### src/rtl/modn_updown_counter_cfg.sv
`default_nettype none
// ============================================================================
//  Module   : modn_updown_counter_cfg
//  Purpose  : Parametrised mod-N up/down counter with enable, synchronous load,
//             and wrap / saturate / one-shot boundary modes with event pulses.
//  Revision : 1.0  initial release
// ============================================================================
module modn_updown_counter_cfg #(
   parameter int WIDTH     = 4,
   parameter int MODULUS   = 10,
   parameter int STEP      = 1,
   parameter int RESET_VAL = 0
) (
   input  logic             clk,
   input  logic             reset,
   input  logic             en,
   input  logic             up,
   input  logic [1:0]       mode,
   input  logic             load,
   input  logic [WIDTH-1:0] load_val,
   output logic [WIDTH-1:0] count,
   output logic             tc,
   output logic             ovf,
   output logic             unf,
   output logic             stopped,
   output logic             load_err
);

   localparam logic [WIDTH:0]   c_mod       = (WIDTH+1)'(MODULUS);
   localparam logic [WIDTH:0]   c_step      = (WIDTH+1)'(STEP);
   localparam logic [WIDTH-1:0] c_max       = WIDTH'(MODULUS - 1);
   localparam logic [WIDTH-1:0] c_reset_val = WIDTH'(RESET_VAL);

   localparam logic [1:0] c_mode_wrap    = 2'b00;
   localparam logic [1:0] c_mode_sat     = 2'b01;
   localparam logic [1:0] c_mode_oneshot = 2'b10;

   typedef enum logic [0:0] {
      RUN  = 1'b0,
      HALT = 1'b1
   } state_t;

   state_t           r_state;
   logic [WIDTH-1:0] r_count;
   logic             r_ovf;
   logic             r_unf;
   logic             r_load_err;

   logic [WIDTH:0]   w_count_ext;
   logic [WIDTH:0]   w_up_sum;
   logic             w_up_cross;
   logic             w_dn_cross;
   logic [WIDTH-1:0] w_up_wrap;
   logic [WIDTH-1:0] w_dn_wrap;
   logic [WIDTH-1:0] w_dn_diff;
   logic             w_load_over;
   logic [WIDTH-1:0] w_load_clamped;

   // All step arithmetic is one bit wider than the count so it cannot overflow.
   assign w_count_ext    = {1'b0, r_count};
   assign w_up_sum       = w_count_ext + c_step;
   assign w_up_cross     = (w_up_sum > {1'b0, c_max});
   assign w_dn_cross     = (w_count_ext < c_step);
   assign w_up_wrap      = WIDTH'(w_up_sum - c_mod);
   assign w_dn_wrap      = WIDTH'(w_count_ext + c_mod - c_step);
   assign w_dn_diff      = WIDTH'(w_count_ext - c_step);
   assign w_load_over    = ({1'b0, load_val} >= c_mod);
   assign w_load_clamped = w_load_over ? c_max : load_val;

   always_ff @(posedge clk or posedge reset) begin
      if (reset) begin
         r_state    <= RUN;
         r_count    <= c_reset_val;
         r_ovf      <= 1'b0;
         r_unf      <= 1'b0;
         r_load_err <= 1'b0;
      end else begin
         r_ovf      <= 1'b0;
         r_unf      <= 1'b0;
         r_load_err <= 1'b0;
         if (load) begin
            r_count    <= w_load_clamped;
            r_load_err <= w_load_over;
            r_state    <= RUN;
         end else if (en && (r_state == RUN)) begin
            if (up) begin
               if (w_up_cross) begin
                  // Saturate still flags ovf even when already sitting at the top.
                  r_ovf <= 1'b1;
                  case (mode)
                     c_mode_sat: r_count <= c_max;
                     c_mode_oneshot: begin
                        r_count <= c_max;
                        r_state <= HALT;
                     end
                     default: r_count <= w_up_wrap;
                  endcase
               end else begin
                  r_count <= w_up_sum[WIDTH-1:0];
               end
            end else begin
               if (w_dn_cross) begin
                  r_unf <= 1'b1;
                  case (mode)
                     c_mode_sat: r_count <= '0;
                     c_mode_oneshot: begin
                        r_count <= '0;
                        r_state <= HALT;
                     end
                     default: r_count <= w_dn_wrap;
                  endcase
               end else begin
                  r_count <= w_dn_diff;
               end
            end
         end
      end
   end

   assign count    = r_count;
   assign ovf      = r_ovf;
   assign unf      = r_unf;
   assign load_err = r_load_err;
   assign stopped  = (r_state == HALT);
   assign tc       = up ? (r_count == c_max) : (r_count == '0);

   // c_mode_wrap documents the default branch encoding (00 and 11 both wrap).
   logic w_mode_is_wrap;
   assign w_mode_is_wrap = (mode == c_mode_wrap);

   logic w_unused;
   assign w_unused = w_mode_is_wrap;

endmodule
`default_nettype wire

### config.mk
export PLATFORM = sky130hd
export DESIGN_NAME = modn_updown_counter_cfg
export DESIGN_NICKNAME = d
export VERILOG_FILES = /design/src/rtl/modn_updown_counter_cfg.sv
export SDC_FILE = /design/constraint.sdc
export NUM_CORES = 1
export LEC_CHECK = 0
export ABC_AREA = 1
export CAP_MARGIN = 15
export CORE_MARGIN = 2
export CORE_UTILIZATION = 48
export CTS_CLUSTER_DIAMETER = 120
export DETAILED_ROUTE_END_ITERATION = 16
export MAX_ROUTING_LAYER = met4
export PLACE_DENSITY = 0.84
export SETUP_SLACK_MARGIN = 0.1
export SYNTH_ARGS = -nofsm -noshare
export SYNTH_HDL_FRONTEND = slang
export SYNTH_SLANG_ARGS = --single-unit
### constraint.sdc
create_clock -name clk -period 1.8 [get_ports clk]
set_input_delay 0.54 -clock clk [delete_from_list [all_inputs] [get_ports clk]]
set_output_delay 0.54 -clock clk [all_outputs]
set_load 0.02 [all_outputs]
* After elaboration in Yosys (flattened, before gate mapping) *
Cells that the tools add are included.

word-level totals
  memory bits (writable) = 0
  input bits = 11
  memories kept = 0
  bits in read-only memories = 0
  bits in latches = 0
  bits in registers = 8
  word-level logic and storage cells = 48

operators by class
  $mul = 0
  mux-type cells = 24
  magnitude comparators = 3
  eq/ne operators = 4
  reductions and logical operators = 6
  div/mod/pow operators = 0
  add/subtract/negate cells = 5
  bitwise gates (word level) = 1
  shift-type cells = 0

operators with widths
  cell                                                         count
  two-way mux 4 bit                                            8
  two-way mux 1 bit                                            16
  subtractor 4 x 1 -> 4 bit (second input constant)            2
  adder 4 x 1 -> 5 bit (second input constant)                 1
  > comparator 5 x 4 -> 1 bit (second input constant)          1
  adder 4 bit (second input constant)                          1
  == test 4 bit (second input constant)                        1
  >= comparator 4 bit (second input constant)                  1
  logical NOT 4 bit                                            1
  less-than comparator 4 x 1 -> 1 bit (second input constant)  1
  subtractor 4 bit (second input constant)                     1
  != test 3 x 1 -> 1 bit (second input constant)               1
  AND reduction 3 bit                                          1
  nonzero test 3 bit                                           1
  == test 2 x 1 -> 1 bit (second input constant)               1
  == test 2 bit (second input constant)                        1
  nonzero test 2 bit                                           1
  OR reduction 2 bit                                           1
  logical AND 1 bit                                            1
  inverter 1 bit                                               1

* Depth between registers and ports, before layout *
Gate-level depths: netlist of the first run.

  depth after elaboration = 7
  mapped depth = 13

* Worst setup path after synthesis of the first run *
Ideal clock, no wire load.

  kind = register -> output
  start point = register r_count[1] (netlist: count[1])
  end point = output port tc
  setup slack = -0.076 ns
  required time = 1.260 ns
  cell stages (with the launch flop) = 5
  path buffers = 0
  data arrival time = 1.336 ns
  cell sequence = dfrtp_1 -> inv_1 -> ha_1 -> nand3_1 -> o21ai_0

on the way
  longest elaborated chain between the ends = 2
  elaborated cells between the ends (all ways) = 3

ends and longest elaborated chain
  element                                                    line  text
  start: declaration                                         44    logic [WIDTH-1:0] r_count;
  start signal: assignment                                   73    r_count <= c_reset_val;
  start signal: assignment                                   82    r_count <= w_load_clamped;
  start signal: assignment                                   91    c_mode_sat: r_count <= c_max;
  == test 4 bit / logical NOT 4 bit (equally long branches)  125   assign tc = up ? (r_count == c_max) : (r_count == '0);
  two-way mux 1 bit (*)                                      125
  end: declaration                                           22    output logic tc,

Mark *: on every way between the ends. The rest lies on a longest branch, timed or not.

* Final worst setup path of the first run *
Same ends and word-level chain as after synthesis.

==> results of run 1 <==
-- per-stage QoR --
step,setup slack [ps],TNS (ps),instance area (µm²)
3_3_place_gp,-507.8,-1435,1174
2_1_floorplan,102.1,0,824.5
5_1_grt,-215.3,-861.3,1369
3_5_place_dp,-557.5,-1719,1174
4_1_cts,-96.55,-104.1,1310
6_report,-147.6,-441.8,1369
-- worst max-delay path: cells and delay by family, from the launching register on --
| family | cells | cell delay [ps] |
|---|---|---|
| buffers and inverters | 2 | 260 |
| DFF | 1 | 440 |
| and+or+nand+nor | 1 | 120 |
| AOI/OAI and AO/OA | 1 | 170 |
| adders and majority gates | 1 | 130 |
-- cells in the final DEF, fill, tap and decap left out, types with 2 or more instances in the layout --
| cell | n |
|---|---|
| inv_2 | 7 |
| dfrtp_2 | 3 |
| buf_6 | 4 |
| a21oi_2 | 3 |
| buf_4 | 25 |
| o21ai_1 | 2 |
| nand2_1 | 12 |
| nor2_1 | 10 |
| nand2_2 | 7 |
| nand2_4 | 6 |
| dlymetal6s2s_1 | 2 |
| clkbuf_4 | 3 |
| ha_4 | 6 |
| clkdlybuf4s50_1 | 9 |
| inv_1 | 8 |
| nor3_1 | 4 |
| a21oi_1 | 2 |
| o21ai_0 | 3 |
| dfrtp_1 | 5 |
| dlygate4sd2_1 | 4 |
| nand3_1 | 10 |
| buf_2 | 2 |
| inv_4 | 2 |
-- cell families after synthesis --
kind of cell,Yosys count
simple gates,58
buf+inv,19
flops,8
xor+xnor,1
fa+ha+maj,7
compound gates,15
-- sequential cells by signal, summed over array words and instances, names as in the netlist --
name,cells
load_err,1
ovf,1
stopped,1
unf,1
count,4
-- final cells by class --
type / instances / share of cell area [%]
repair buffers: 47 / 29.43
multi-input cells: 81 / 47.26
inverters: 17 / 5.027
clock buffers: 4 / 1.920
well taps: 16 / 1.463
flip-flops and latches: 8 / 14.90
-- report_power, final --
part           switching [mW]  total [mW]  leakage, nW  internal [mW]
combinational           0.780        1.41        0.581          0.632
clock                  0.0873       0.173       0.0150         0.0861
sequential             0.0568       0.277       0.0980          0.220
-- metal layers --
| layer | global-route usage (%) | routed length (µm) |
|---|---|---|
| met2 | 54.78 | 1758 |
| met1 | 38.00 | 1180 |
| met3 | 3.600 | 459 |
| met5 | - | 0 |
| met4 | 19.39 | 312 |
-- worst paths after layout --
path | start | endpoint | cells past startpoint
setup / recovery | count[1]$_DFFE_PP0P_ | tc | 5
hold / removal | reset | unf$_DFF_PP0_ | 2
setup reg to reg | count[0]$_DFFE_PP0P_ | stopped$_DFFE_PP0P_ | 12
hold reg to reg | stopped$_DFFE_PP0P_ | stopped$_DFFE_PP0P_ | 2
max in group asynchronous | reset | count[2]$_DFFE_PP0P_ | 2
min in group clk | stopped$_DFFE_PP0P_ | stopped$_DFFE_PP0P_ | 2
-- timing repair --
action | in CTS | in global routing
hold buffers | 0 | 0
pin swaps | 12 | 9
endpoints found under the setup margin | 14 | 8
resized for setup | 39 | 13
buffers inserted | 6 | 2
==> results.sh, run 1 <==
export IMPL_outcome="finished with violations"
export IMPL_failed_checks="setup timing"
export IMPL_synth_top_area_share_pct=25.12
export IMPL_finalHoldViolations=0
export IMPL_avgSynthCellArea_um2=7.380
export IMPL_cp_start_kind="flop"
export IMPL_slowest_stage="dfrtp_2"
export IMPL_p_leak_nw=0.6944
export IMPL_synth_edf_count=0
export IMPL_finish_utilization_pct=89.82
export IMPL_synth_seq_cells=8
export IMPL_synthTopCellsByCount="17 x nand2_1, 13 x inv_1, 12 x nor2_1, 10 x nand3_1, 8 x dfrtp_1"
export IMPL_diodes=0
export IMPL_tritoncts="built"
export IMPL_powerDensity_nw_per_um2=1360
export IMPL_clk_latency_ps=280
export IMPL_routed_wl_mm=3.711
export IMPL_clock_path_buffers=2
export IMPL_cts_root_buf="clkbuf_4"
export IMPL_port_buffers=19
export IMPL_path_max_fanout=3
export IMPL_cp_end_kind="output pin"
export IMPL_htree_levels=1
export IMPL_synth_top_family_by_area="simple AND/OR/NAND/NOR gates"
export IMPL_relSlewSlack_pct=73.79
export IMPL_grt_max_degree=9
export IMPL_start_util_pct=52.30
export IMPL_cts_sinks=8
export IMPL_place_inst=162
export IMPL_async_flop_share_pct=100.0
export IMPL_drt_initial_drc_count=132
export IMPL_ant_nets=0
export IMPL_wire_per_inst_um=21.45
export IMPL_synth_xor_area_share_pct=1.099
export IMPL_drv_slew=0
export IMPL_vias=1098
export IMPL_routed_via_density=6.347
export IMPL_yosysUniqueCellTypes=29
export IMPL_die_area_um2=2003
export IMPL_grt_pass1_vias=1001
export IMPL_final_min_clock_period_ps=1948
export IMPL_fin_total_pwr_mw=1.862
export IMPL_hp_class="in -> async"
export IMPL_core_area_um2=1524
export IMPL_finalSetupViolations=5
export IMPL_fin_crit_sh_pct=108.2
export IMPL_synth_ff_type="dfrtp_1"
export IMPL_syn_num_nets=126
export IMPL_worstSetupPathType="reg -> out"
export IMPL_drtPass1Iterations=5
export IMPL_drive_gt1_share_pct=49.04
export IMPL_synth_most_common_cell="nand2_1"
export IMPL_cts_buffers=3
export IMPL_syn_area_um2=797.0
export IMPL_layout_nets=176
export IMPL_muxShareOfSynthArea_pct=0
export IMPL_layout_setup_ws_ps=-147.6
export IMPL_grt_pass1_wl_mm=4.629
export IMPL_regArea_um2=203.9
export IMPL_nFillCells=72
export IMPL_clkTransAtPathRegs_ps=70
export IMPL_yosysTopAreaCell="dfrtp_1"
export IMPL_die_y_um=44.75
export IMPL_instances_no_fill=173
export IMPL_grt_ovfl_total=0
export IMPL_rsz0062_at_grt="true"
export IMPL_arrival_ps=1410
export IMPL_num_rows=14
export IMPL_synth_compound_gate_area_share_pct=12.09
export IMPL_r2r_setup_slack_ps=-100
export IMPL_worstMarginPinSlew_ps=390.2
export IMPL_die_x_um=44.75
export IMPL_syn_to_final_growth_pct=71.74
export IMPL_antenna_found_initial=0
export IMPL_yosys_area_share_adder_pct=10.99
export IMPL_crit_required_ps=1260
export IMPL_fin_skew_ps=8.510
export IMPL_multi_input_area_um2=646.9
export IMPL_cp_slowest_stage_delay_ps=440
export IMPL_ios=20
export IMPL_place_gp_congestion=0.8410
export IMPL_seq_area_frac_synth_pct=25.12
export IMPL_drv_cap=0
export IMPL_synthTopCellsByArea="dfrtp_1 25%, ha_1 11%, nand2_1 8.0%, nand3_1 6.3%, inv_1 6.1%"
export IMPL_ys_warn_count=0
export IMPL_ir_drop_v=0.001107
export IMPL_grt_use_total_pct=32.93
export IMPL_max_freq_mhz=513.5
export IMPL_whs_ps=527.4
export IMPL_crit_chain="inv_4, ha_4, nand3_1, o21ai_1, buf_4"
export IMPL_drc=0
export IMPL_postSynthCellCount=108
export IMPL_yosys_area_share_simple_pct=40.03
export IMPL_hpwl_mm=1.951
(Power assumes the default switching activity.)
==> inputs of run 2 (changes only) <==
CAP_MARGIN = not set   (was 15)
==> results of run 2 <==
Final layout, timing and power as in run 1 (identical DEF).
